**config.mk**
```make
export PLATFORM = sky130hd
export DESIGN_NAME = register_writeback_queue_flat
export DESIGN_NICKNAME = d
export VERILOG_FILES = /design/src/rtl/register_writeback_queue_if.sv /design/src/rtl/register_writeback_queue.sv /design/src/flat_wrapper.sv
export SDC_FILE = /design/constraint.sdc
export NUM_CORES = 1
export LEC_CHECK = 0
export CORE_MARGIN = 1
export CORE_UTILIZATION = 45
export DETAILED_ROUTE_END_ITERATION = 12
export PLACE_DENSITY = 0.79
export SKIP_CTS_REPAIR_TIMING = 1
export SLEW_MARGIN = 20
export SYNTH_ARGS = -nofsm -noshare
export SYNTH_HDL_FRONTEND = slang
export SYNTH_SLANG_ARGS = --single-unit
```
**constraint.sdc**
```tcl
create_clock -name i_Clock -period 6.25 [get_ports i_Clock]
set_input_delay 1.5625 -clock i_Clock [delete_from_list [all_inputs] [get_ports i_Clock]]
set_output_delay 1.5625 -clock i_Clock [all_outputs]
set_load 0.005 [all_outputs]
```
**src/rtl/register_writeback_queue_if.sv**
```systemverilog
// -----------------------------------------------------------------------------
// register_writeback_queue_if
//   Bundle of every non-clock/reset signal of register_writeback_queue.
//   master : producer/decode/register-file side (drives the i_* signals)
//   slave  : the writeback queue itself (drives the o_* signals)
//   Groups:
//     ALU result handshake   i_Alu_Valid/o_Alu_Ready/i_Alu_Addr/i_Alu_Data
//     Load result handshake  i_Load_Valid/o_Load_Ready/i_Load_Addr/i_Load_Data
//     Register file port     i_Write_Hold/o_Write_Enable/o_Write_Addr/o_Write_Data
//     Decode bypass lookups  i_Bypass_Addr_1/2, o_Bypass_Hit_1/2, o_Bypass_Data_1/2
//     Occupancy              o_Count
// -----------------------------------------------------------------------------
interface register_writeback_queue_if #(
   parameter int XLEN           = 32,
   parameter int REG_ADDR_WIDTH = 5,
   parameter int DEPTH          = 4
);
   localparam int CNT_W = $clog2(DEPTH + 1);

   logic                      i_Alu_Valid;
   logic                      o_Alu_Ready;
   logic [REG_ADDR_WIDTH-1:0] i_Alu_Addr;
   logic [XLEN-1:0]           i_Alu_Data;

   logic                      i_Load_Valid;
   logic                      o_Load_Ready;
   logic [REG_ADDR_WIDTH-1:0] i_Load_Addr;
   logic [XLEN-1:0]           i_Load_Data;

   logic                      i_Write_Hold;
   logic                      o_Write_Enable;
   logic [REG_ADDR_WIDTH-1:0] o_Write_Addr;
   logic [XLEN-1:0]           o_Write_Data;

   logic [REG_ADDR_WIDTH-1:0] i_Bypass_Addr_1;
   logic [REG_ADDR_WIDTH-1:0] i_Bypass_Addr_2;
   logic                      o_Bypass_Hit_1;
   logic                      o_Bypass_Hit_2;
   logic [XLEN-1:0]           o_Bypass_Data_1;
   logic [XLEN-1:0]           o_Bypass_Data_2;

   logic [CNT_W-1:0]          o_Count;

   modport master (
      output i_Alu_Valid, i_Alu_Addr, i_Alu_Data,
      output i_Load_Valid, i_Load_Addr, i_Load_Data,
      output i_Write_Hold,
      output i_Bypass_Addr_1, i_Bypass_Addr_2,
      input  o_Alu_Ready, o_Load_Ready,
      input  o_Write_Enable, o_Write_Addr, o_Write_Data,
      input  o_Bypass_Hit_1, o_Bypass_Hit_2, o_Bypass_Data_1, o_Bypass_Data_2,
      input  o_Count
   );

   modport slave (
      input  i_Alu_Valid, i_Alu_Addr, i_Alu_Data,
      input  i_Load_Valid, i_Load_Addr, i_Load_Data,
      input  i_Write_Hold,
      input  i_Bypass_Addr_1, i_Bypass_Addr_2,
      output o_Alu_Ready, o_Load_Ready,
      output o_Write_Enable, o_Write_Addr, o_Write_Data,
      output o_Bypass_Hit_1, o_Bypass_Hit_2, o_Bypass_Data_1, o_Bypass_Data_2,
      output o_Count
   );
endinterface

```
**src/rtl/register_writeback_queue.sv**
```systemverilog
// -----------------------------------------------------------------------------
// register_writeback_queue
//   Write-side front end of the register file. ALU and load results arrive over
//   valid/ready handshakes, are buffered in a DEPTH-entry FIFO and drained one
//   per cycle into the single register-file write port. Two combinational
//   bypass lookups report the youngest queued value for a decode read address.
// Ports
//   i_Clock    : clock, all state on posedge
//   i_Reset_n  : asynchronous active-low reset
//   bus        : register_writeback_queue_if.slave (handshakes, write port,
//                bypass lookups, occupancy count)
// -----------------------------------------------------------------------------
module register_writeback_queue #(
   parameter int XLEN           = 32,
   parameter int REG_ADDR_WIDTH = 5,
   parameter int DEPTH          = 4
) (
   input logic                        i_Clock,
   input logic                        i_Reset_n,
   register_writeback_queue_if.slave  bus
);
   localparam int PTR_W = (DEPTH > 1) ? $clog2(DEPTH) : 1;
   localparam int CNT_W = $clog2(DEPTH + 1);

   logic [REG_ADDR_WIDTH-1:0] addr_mem_r [DEPTH];
   logic [XLEN-1:0]           data_mem_r [DEPTH];
   logic [PTR_W-1:0]          rd_ptr_r;
   logic [PTR_W-1:0]          wr_ptr_r;
   logic [CNT_W-1:0]          count_r;
   // 0 = load wins the next contested slot, 1 = ALU wins
   logic                      rr_alu_first_r;

   logic [CNT_W-1:0]          free_s;
   logic                      alu_ready_s;
   logic                      load_ready_s;
   logic                      alu_push_s;
   logic                      load_push_s;
   logic                      contest_s;
   logic                      pop_s;
   logic [PTR_W-1:0]          alu_slot_s;
   logic [PTR_W-1:0]          age_slot_s [DEPTH];
   logic [DEPTH-1:0]          match_1_s;
   logic [DEPTH-1:0]          match_2_s;
   logic                      bypass_hit_1_s;
   logic                      bypass_hit_2_s;
   logic [XLEN-1:0]           bypass_data_1_s;
   logic [XLEN-1:0]           bypass_data_2_s;

   // Free slots come from the registered count only: a same-cycle pop never
   // frees room for a same-cycle push, so pushes can never overrun.
   assign free_s = CNT_W'(DEPTH) - count_r;

   // Ready generation; each Ready looks only at the other source's Valid.
   always_comb begin
      alu_ready_s  = 1'b0;
      load_ready_s = 1'b0;
      if (free_s >= CNT_W'(2)) begin
         alu_ready_s  = 1'b1;
         load_ready_s = 1'b1;
      end else if (free_s == CNT_W'(1)) begin
         load_ready_s = !bus.i_Alu_Valid  || !rr_alu_first_r;
         alu_ready_s  = !bus.i_Load_Valid ||  rr_alu_first_r;
      end else begin
         alu_ready_s  = 1'b0;
         load_ready_s = 1'b0;
      end
   end

   // Writes to x0 complete the handshake but never occupy a slot.
   assign load_push_s = bus.i_Load_Valid && load_ready_s &&
                        (bus.i_Load_Addr != {REG_ADDR_WIDTH{1'b0}});
   assign alu_push_s  = bus.i_Alu_Valid && alu_ready_s &&
                        (bus.i_Alu_Addr != {REG_ADDR_WIDTH{1'b0}});
   assign contest_s   = (free_s == CNT_W'(1)) && bus.i_Load_Valid && bus.i_Alu_Valid;
   assign pop_s       = (count_r != {CNT_W{1'b0}}) && !bus.i_Write_Hold;
   // Load is the older of a same-cycle pair, so the ALU entry lands behind it.
   assign alu_slot_s  = wr_ptr_r + PTR_W'(load_push_s);

   assign bus.o_Alu_Ready    = alu_ready_s;
   assign bus.o_Load_Ready   = load_ready_s;
   assign bus.o_Write_Enable = pop_s;
   assign bus.o_Write_Addr   = addr_mem_r[rd_ptr_r];
   assign bus.o_Write_Data   = data_mem_r[rd_ptr_r];
   assign bus.o_Count        = count_r;
   assign bus.o_Bypass_Hit_1  = bypass_hit_1_s;
   assign bus.o_Bypass_Hit_2  = bypass_hit_2_s;
   assign bus.o_Bypass_Data_1 = bypass_data_1_s;
   assign bus.o_Bypass_Data_2 = bypass_data_2_s;

   // Physical slot of the i-th oldest entry (0 = head).
   always_comb begin
      for (int i = 0; i < DEPTH; i++) begin
         age_slot_s[i] = rd_ptr_r + PTR_W'(i);
      end
   end

   // Per-entry address matches for both lookups; x0 never matches.
   always_comb begin
      match_1_s = {DEPTH{1'b0}};
      match_2_s = {DEPTH{1'b0}};
      for (int i = 0; i < DEPTH; i++) begin
         match_1_s[i] = (CNT_W'(i) < count_r) &&
                        (bus.i_Bypass_Addr_1 != {REG_ADDR_WIDTH{1'b0}}) &&
                        (addr_mem_r[age_slot_s[i]] == bus.i_Bypass_Addr_1);
         match_2_s[i] = (CNT_W'(i) < count_r) &&
                        (bus.i_Bypass_Addr_2 != {REG_ADDR_WIDTH{1'b0}}) &&
                        (addr_mem_r[age_slot_s[i]] == bus.i_Bypass_Addr_2);
      end
   end

   // Youngest-wins select: walk oldest to youngest so later matches override.
   always_comb begin
      bypass_hit_1_s  = 1'b0;
      bypass_hit_2_s  = 1'b0;
      bypass_data_1_s = {XLEN{1'b0}};
      bypass_data_2_s = {XLEN{1'b0}};
      for (int i = 0; i < DEPTH; i++) begin
         bypass_hit_1_s  = bypass_hit_1_s | match_1_s[i];
         bypass_hit_2_s  = bypass_hit_2_s | match_2_s[i];
         bypass_data_1_s = match_1_s[i] ? data_mem_r[age_slot_s[i]] : bypass_data_1_s;
         bypass_data_2_s = match_2_s[i] ? data_mem_r[age_slot_s[i]] : bypass_data_2_s;
      end
   end

   // Queue storage, pointers, occupancy and round-robin state.
   always_ff @(posedge i_Clock or negedge i_Reset_n) begin
      if (!i_Reset_n) begin
         rd_ptr_r       <= {PTR_W{1'b0}};
         wr_ptr_r       <= {PTR_W{1'b0}};
         count_r        <= {CNT_W{1'b0}};
         rr_alu_first_r <= 1'b0;
         for (int i = 0; i < DEPTH; i++) begin
            addr_mem_r[i] <= {REG_ADDR_WIDTH{1'b0}};
            data_mem_r[i] <= {XLEN{1'b0}};
         end
      end else begin
         if (load_push_s) begin
            addr_mem_r[wr_ptr_r] <= bus.i_Load_Addr;
            data_mem_r[wr_ptr_r] <= bus.i_Load_Data;
         end
         if (alu_push_s) begin
            addr_mem_r[alu_slot_s] <= bus.i_Alu_Addr;
            data_mem_r[alu_slot_s] <= bus.i_Alu_Data;
         end
         wr_ptr_r <= wr_ptr_r + PTR_W'(load_push_s) + PTR_W'(alu_push_s);
         rd_ptr_r <= rd_ptr_r + PTR_W'(pop_s);
         count_r  <= count_r + CNT_W'(load_push_s) + CNT_W'(alu_push_s) - CNT_W'(pop_s);
         // After a contested grant the bit points at the loser; a discarded
         // x0 winner leaves the priority where it was.
         if (contest_s) begin
            if (rr_alu_first_r) begin
               if (alu_push_s) begin
                  rr_alu_first_r <= 1'b0;
               end
            end else begin
               if (load_push_s) begin
                  rr_alu_first_r <= 1'b1;
               end
            end
         end
      end
   end
endmodule

```
**src/flat_wrapper.sv**
```systemverilog
// flat-port wrapper written by rule: the top's interface ports become plain ports
module register_writeback_queue_flat 
#(
   parameter int XLEN           = 32,
   parameter int REG_ADDR_WIDTH = 5,
   parameter int DEPTH          = 4
)
  (i_Clock, i_Reset_n, bus_i_Alu_Valid, bus_i_Alu_Addr, bus_i_Alu_Data, bus_i_Load_Valid, bus_i_Load_Addr, bus_i_Load_Data, bus_i_Write_Hold, bus_i_Bypass_Addr_1, bus_i_Bypass_Addr_2, bus_o_Alu_Ready, bus_o_Load_Ready, bus_o_Write_Enable, bus_o_Write_Addr, bus_o_Write_Data, bus_o_Bypass_Hit_1, bus_o_Bypass_Hit_2, bus_o_Bypass_Data_1, bus_o_Bypass_Data_2, bus_o_Count);
  register_writeback_queue_if #(.XLEN(XLEN), .REG_ADDR_WIDTH(REG_ADDR_WIDTH), .DEPTH(DEPTH)) bus_i ();
  input logic i_Clock;
  input logic i_Reset_n;
  input wire logic [$bits(bus_i.i_Alu_Valid)-1:0] bus_i_Alu_Valid;
  input wire logic [$bits(bus_i.i_Alu_Addr)-1:0] bus_i_Alu_Addr;
  input wire logic [$bits(bus_i.i_Alu_Data)-1:0] bus_i_Alu_Data;
  input wire logic [$bits(bus_i.i_Load_Valid)-1:0] bus_i_Load_Valid;
  input wire logic [$bits(bus_i.i_Load_Addr)-1:0] bus_i_Load_Addr;
  input wire logic [$bits(bus_i.i_Load_Data)-1:0] bus_i_Load_Data;
  input wire logic [$bits(bus_i.i_Write_Hold)-1:0] bus_i_Write_Hold;
  input wire logic [$bits(bus_i.i_Bypass_Addr_1)-1:0] bus_i_Bypass_Addr_1;
  input wire logic [$bits(bus_i.i_Bypass_Addr_2)-1:0] bus_i_Bypass_Addr_2;
  output wire logic [$bits(bus_i.o_Alu_Ready)-1:0] bus_o_Alu_Ready;
  output wire logic [$bits(bus_i.o_Load_Ready)-1:0] bus_o_Load_Ready;
  output wire logic [$bits(bus_i.o_Write_Enable)-1:0] bus_o_Write_Enable;
  output wire logic [$bits(bus_i.o_Write_Addr)-1:0] bus_o_Write_Addr;
  output wire logic [$bits(bus_i.o_Write_Data)-1:0] bus_o_Write_Data;
  output wire logic [$bits(bus_i.o_Bypass_Hit_1)-1:0] bus_o_Bypass_Hit_1;
  output wire logic [$bits(bus_i.o_Bypass_Hit_2)-1:0] bus_o_Bypass_Hit_2;
  output wire logic [$bits(bus_i.o_Bypass_Data_1)-1:0] bus_o_Bypass_Data_1;
  output wire logic [$bits(bus_i.o_Bypass_Data_2)-1:0] bus_o_Bypass_Data_2;
  output wire logic [$bits(bus_i.o_Count)-1:0] bus_o_Count;
  assign bus_i.i_Alu_Valid = bus_i_Alu_Valid;
  assign bus_i.i_Alu_Addr = bus_i_Alu_Addr;
  assign bus_i.i_Alu_Data = bus_i_Alu_Data;
  assign bus_i.i_Load_Valid = bus_i_Load_Valid;
  assign bus_i.i_Load_Addr = bus_i_Load_Addr;
  assign bus_i.i_Load_Data = bus_i_Load_Data;
  assign bus_i.i_Write_Hold = bus_i_Write_Hold;
  assign bus_i.i_Bypass_Addr_1 = bus_i_Bypass_Addr_1;
  assign bus_i.i_Bypass_Addr_2 = bus_i_Bypass_Addr_2;
  assign bus_o_Alu_Ready = bus_i.o_Alu_Ready;
  assign bus_o_Load_Ready = bus_i.o_Load_Ready;
  assign bus_o_Write_Enable = bus_i.o_Write_Enable;
  assign bus_o_Write_Addr = bus_i.o_Write_Addr;
  assign bus_o_Write_Data = bus_i.o_Write_Data;
  assign bus_o_Bypass_Hit_1 = bus_i.o_Bypass_Hit_1;
  assign bus_o_Bypass_Hit_2 = bus_i.o_Bypass_Hit_2;
  assign bus_o_Bypass_Data_1 = bus_i.o_Bypass_Data_1;
  assign bus_o_Bypass_Data_2 = bus_i.o_Bypass_Data_2;
  assign bus_o_Count = bus_i.o_Count;
  register_writeback_queue #(.XLEN(XLEN), .REG_ADDR_WIDTH(REG_ADDR_WIDTH), .DEPTH(DEPTH)) u_core (.i_Clock(i_Clock), .i_Reset_n(i_Reset_n), .bus(bus_i));
endmodule
```
==> qor.yml, run 1 <==
max_freq_ghz: 0.162
drtPass1Iterations: 6
num-nets-final: 2075
cts_sinks: 156
antenna_found_initial: 2
status: "finished clean"
route.detailed.drc: 0
finalSetupTns_ps: 0
p_leak_nw: 7.21
r2r_cells: 11
area_growth_pct: 21.3
r2r_slack_ps: 2230
rows: 67
dieArea_um2: 35100
routabilityCongestion: 0.920
clkPwrFrac_pct: 9.3
die_y_um: 187
ant_nets: 0
whs_ps: 530
finalHoldViolCount: 0
synth_edf_count: 0
yosysWarnings: 0
rsz0062_at_grt: "no"
r2r_end: "u_core.data_mem_r[48]"
drv_slew: 0
track_usage_pct: 30.0
fin_crit_ps: 6170
cts_inserted_buffers: 17
clk_latency_ps: 450
startpoint_type: "primary input"
intPower_mw: 5.86
layout_common_cells: "357 x mux2i_1, 220 x o21ai_0, 193 x clkdlybuf4s50_1"
syn_nets: 1970
use_met3_pct: 6.36
hp-start: "u_core.rr_alu_first_r"
drive_above_1_share_pct: 11.1
dp.cells: 2398
endpoint_kind: "output pin"
finClkSkew_ps: 8.84
peakVddDrop_mv: 0.374
async_flop_share_pct: 100
cp_cell_sequence: "clkdlybuf4s50_1 > buf_4 > xnor2_1 > nand4_1 > nor4_4 > clkbuf_16 > buf_12 > mux2_2 > o31ai_1 > clkdlybuf4s50_1"
hold_depth: 1
p_switching_mw: 5.80
cts_tree: "yes"
power.density_nw_per_um2: 622
synth_area_leaders: "dfrtp_1 25%, mux2i_1 23%, o21ai_0 7.1%"
crit_top_cell: "clkdlybuf4s50_1"
wl_um: 53400
ys_seq_area_share_pct: 25.3
design.core.area_um2: 33600
layout_commonest_cell: "mux2i_1"
drt-vias-per-instance: 6.41
initial_core_util_pct: 45.9
busiest_layer: "met2"
slew_headroom_pct: 20.8
regArea_um2: 3910
syn-cell-area_um2: 15400
io_pins: 198
r2r_start: "u_core.bus.o_Count[0]"
grt_pass1_vias: 15100
netlist_instances: 1869
comb_power_share_pct: 71.5
critPathKind: "primary input to output pin"
worst-path-buf-inv: 5
post-route-period-util_pct: 98.7
clkTransAtPathRegs_ps: 60
hold_class: "register to register"
vias: 15600
finalNonFillerCells: 2436
setup_viol: 0
final_core_util_pct: 55.7
cts_max_level: 4
arrival_ps: 4600
grt_max_degree: 189
synth_top_area_share_pct: 25.3
ys.flop_type: "dfrtp_1"
cpMaxStageDelayCell: "clkdlybuf4s50_1"
cp_top_family: "buffers and inverters"
grt_util_met2_pct: 47.5
ys_types: 56
clockBufferDepth: 2
first_iter_violations: 1816
whs_endpoint: "u_core.rr_alu_first_r"
wl_per_cell_um: 21.9
cap_viol_max_count: 0
met1_usage_pct: 38.8
multi_input_area_um2: 10800
cpPeakStageDelay_ps: 600
dpl.hpwl_um: 34100
synth_seq_cells: 156
tightest_slew_ps: 1190
grt_overflow: 0
grt_pass1_wl_um: 83500
root_buffer: "clkbuf_16"
p_seq_share_pct: 19.1
port_buffers: 197
fillCellCount: 2905
synth_top_cell_by_area: "dfrtp_1"
critPathRequiredTime_ps: 4690
path_max_fanout: 12
synth_area_per_cell_um2: 8.26
die_w_um: 187
switching_share_pct: 49.8
cell families (layout without fill, tap and decap cells):
kind of cell | after synthesis | count (layout) | synth area share (%)
flops | 156 | 156 | 25.3
fa+ha+maj | 12 | 12 | 1.07
compound gates | 451 | 451 | 17.8
buf+inv | 220 | 338 | 6.19
mux | 436 | 436 | 30.5
other cells | 0 | 1 | 0
simple gates | 548 | 548 | 16.4
xor+xnor | 46 | 46 | 2.75
cell type report:
class / instances / share of cell area, %
Multi-Input combinational cell: 1493 / 57.4
Sequential cell: 156 / 20.9
Timing Repair Buffer: 269 / 14.7
Tap cell: 448 / 2.99
Clock buffer: 20 / 2.38
Clock inverter: 12 / 0.788
Inverter: 37 / 0.768
Antenna cell: 1 / 0.0134
power by group through the flow:
stage	combinational (mW)	clock (mW)	sequential (mW)
after floorplan	5.38	0	1.94
after global placement	7.88	0	2.16
after detailed placement	8.12	0	2.21
after CTS	8.15	1.10	2.20
after global routing	8.95	1.14	2.30
final	8.34	1.09	2.23
registers in the layout (all words and copies together) (netlist names):
| name | cells |
|---|---|
| u_core.data_mem_r | 128 |
| u_core.rd_ptr_r | 2 |
| u_core.addr_mem_r | 20 |
| u_core.bus.o_Count | 3 |
| u_core.rr_alu_first_r | 1 |
| u_core.wr_ptr_r | 2 |
metal layers:
layer | share of wire [%] | up-vias | routed length (um)
met3 | 9.8 | 149 | 5240
met2 | 46 | 920 | 24500
met1 | 40 | 7505 | 21500
met4 | 4.1 | 2 | 2190
met5 | 0.021 | - | 11
li1 | - | 7037 | -
Yosys cell counts, types with 28 or more instances:
| library cell | instances |
|---|---|
| nor3_1 | 58 |
| dfrtp_1 | 156 |
| nor2_1 | 181 |
| or4_1 | 30 |
| a21oi_1 | 59 |
| inv_1 | 37 |
| a31oi_1 | 28 |
| a221oi_1 | 54 |
| mux2_2 | 57 |
| nor2b_1 | 39 |
| nand2_1 | 170 |
| o211ai_1 | 29 |
| or3_1 | 31 |
| buf_2 | 47 |
| clkbuf_1 | 100 |
| o21ai_0 | 220 |
| xnor2_1 | 33 |
| mux2i_1 | 357 |
worst max-delay path by stage:
stage / start / endpoint / slack, ps / depth (start not counted)
after global routing: bus_i_Bypass_Addr_1[1] / bus_o_Bypass_Data_1[15] / 4 / 11
after floorplan: bus_i_Bypass_Addr_2[0] / bus_o_Bypass_Data_2[10] / 1200 / 10
after detailed placement: bus_i_Bypass_Addr_2[0] / bus_o_Bypass_Data_2[27] / -30 / 10
after CTS: bus_i_Bypass_Addr_2[0] / bus_o_Bypass_Data_2[27] / -50 / 10
after global placement: bus_i_Bypass_Addr_2[0] / bus_o_Bypass_Data_2[3] / -10 / 10
final: bus_i_Bypass_Addr_1[1] / bus_o_Bypass_Data_1[7] / 80 / 10
per-stage QoR:
| stage | area, um^2 | setup slack [ps] | power [mW] |
|---|---|---|---|
| after detailed placement | 18000 | -30.4 | 10.3 |
| after global routing | 18700 | 3.62 | 12.4 |
| final | 18700 | 83.5 | 11.7 |
| after CTS | 18600 | -54.4 | 11.5 |
| after global placement | 18000 | -12.9 | 10.0 |
| after floorplan | 15400 | 1200 | 7.32 |
(Power assumes the default switching activity.)
==> run 2, diff against run 1 <==
==> constraint.sdc (replaced) <==
create_clock -name i_Clock -period 6.75 [get_ports i_Clock]
set_input_delay 1.6875 -clock i_Clock [delete_from_list [all_inputs] [get_ports i_Clock]]
set_output_delay 1.6875 -clock i_Clock [all_outputs]
set_load 0.005 [all_outputs]
==> qor.yml, run 2 (synthesis results as in run 1) <==
hold_class: "register to register"
largest_reg_flops: 128  # unchanged
hp-start: "u_core.rr_alu_first_r"
critPathRequiredTime_ps: 5060  # +370 ps
rsz0062_at_grt: "yes"
clk_latency_ps: 440  # about the same
design.core.area_um2: 33600  # unchanged
top_register: "u_core.data_mem_r"
r2r_cells: 13  # +2
peakVddDrop_mv: 0.342  # -8.8%
tightest_slew_ps: 1060  # -125 ps
r2r_slack_ps: 2330  # +100 ps
clkTransAtPathRegs_ps: 70  # about the same
grt_max_degree: 224  # +19%
drive_above_1_share_pct: 10.5  # -0.61 points
cts_sinks: 156  # unchanged
root_buffer: "clkbuf_16"
status: "finished clean"
grt_pass1_wl_um: 83100  # -0.49%
layout_common_cells: "357 x mux2i_1, 220 x o21ai_0, 196 x clkdlybuf4s50_1"
vias: 15700  # +0.40%
p_leak_nw: 7.07  # -2.0%
arrival_ps: 5040  # +440 ps
dp.cells: 2385  # -0.54%
grt_pass1_vias: 14900  # -1.1%
track_usage_pct: 29.7  # -0.39 points
slew_headroom_pct: 29.1  # +8.3 points
cts_inserted_buffers: 17  # unchanged
die_w_um: 187  # unchanged
endpoint_kind: "output pin"
cts_max_level: 4  # unchanged
r2r_start: "u_core.bus.o_Count[1]"
port_buffers: 197  # unchanged
rows: 67  # unchanged
placed_area_um2: 17800  # -1.3%
startpoint_type: "primary input"
critPathKind: "primary input to output pin"
grt_overflow: 0  # unchanged
die_y_um: 187  # unchanged
design_area_um2: 18500  # -1.1%
wl_um: 53600  # +0.37%
initial_core_util_pct: 45.9  # unchanged
num-nets-final: 2067  # -0.39%
routabilityCongestion: 0.904  # -1.7%
setup_viol: 0  # unchanged
io_pins: 198  # unchanged
cts_tree: "yes"
post-route-period-util_pct: 99.7
first_iter_violations: 1990  # +9.6%
dieArea_um2: 35100  # unchanged
power.density_nw_per_um2: 576  # -7.5%
power.total_mw: 10.7  # -8.5%
r2r_end: "u_core.data_mem_r[118]"
finalNonFillerCells: 2429  # -0.29%
max_freq_ghz: 0.149
drv_slew: 0  # unchanged
finClkSkew_ps: 9.55  # +0.713 ps
route.detailed.drc: 0  # unchanged
finalHoldViolCount: 0  # unchanged
finalSetupTns_ps: 0  # unchanged
area_growth_pct: 19.9
clockBufferDepth: 2  # unchanged
dpl.hpwl_um: 34100  # -0.18%
antenna_found_initial: 6  # +4
ant_nets: 0  # unchanged
wl_per_cell_um: 22.1  # +0.66%
layout_commonest_cell: "mux2i_1"
drtPass1Iterations: 6  # unchanged
path_max_fanout: 19  # +7
drt-vias-per-instance: 6.45  # +0.69%
whs_endpoint: "u_core.rr_alu_first_r"
hold_depth: 1  # unchanged
cap_viol_max_count: 0  # unchanged
fin_crit_ps: 6730
-- run 2: cell count changes in the layout (fill, tap and decap cells not counted), sizes merged, moves of 3 or more --
cell           before  now
buf                72   62
clkinv              7    2
clkdlybuf4s50     193  196
clkinvlp            2    5
dlymetal6s2s        3    0
-- run 2: cell type report --
type	instances	area, um^2
timing repair buffer	259	2560
clock buffer	22	474
tap	448	561
antenna	3	7.51
fill	2916	15100
inverter	37	144
clock inverter	9	90.1
sequential	156	3910
multi-input combinational	1495	10800
-- run 2: through the flow --
| stage | setup WS [ps] | hold WS, ps | utilization, % |
|---|---|---|---|
| CTS | 31.8 | 503 | 54.6 |
| finish | 18.6 | 513 | 55.1 |
| global route | -10.4 | 536 | 55.1 |
| detailed placement | 45.7 | 497 | 53.0 |
| global placement | 83.8 | 493 | 53.0 |
| floorplan | 1450 | 464 | - |
-- run 2: worst max-delay path by stage --
stage,startpoint,end,slack (ps),depth (start not counted)
2_1_floorplan,bus_i_Bypass_Addr_2[0],bus_o_Bypass_Data_2[10],1450,10
3_3_place_gp,bus_i_Bypass_Addr_1[1],bus_o_Bypass_Data_1[28],80,8
3_5_place_dp,bus_i_Bypass_Addr_1[1],bus_o_Bypass_Data_1[9],50,9
4_1_cts,bus_i_Bypass_Addr_1[1],bus_o_Bypass_Data_1[29],30,8
5_1_grt,bus_i_Bypass_Addr_1[0],bus_o_Bypass_Data_1[1],-10,10
6_report,bus_i_Bypass_Addr_1[1],bus_o_Bypass_Data_1[24],20,10
-- run 2: per-layer routing --
layer  up-vias  wire, um  track usage (%)
li1       7044         -                -
met1      7560     21900             39.2
met2       920     24600             46.1
met3       146      5220             6.21
met4         6      1840             14.0
met5         -        42                0
-- run 2: report_power, final --
part | internal [mW] | leakage (nW) | switching, mW | total, mW
clock | 0.536 | 0.261 | 0.420 | 0.956
sequential | 1.44 | 1.91 | 0.643 | 2.08
combinational | 3.33 | 4.90 | 4.30 | 7.63
-- run 2: critical path, stage by stage --
cell and delay, ps:
clkdlybuf4s50_1 550, or4_1 630, or2_2 310, nand4_1 320, buf_6 300, buf_4 300
o21ai_0 120, o21ai_0 130, o31ai_1 170, clkdlybuf4s50_1 500
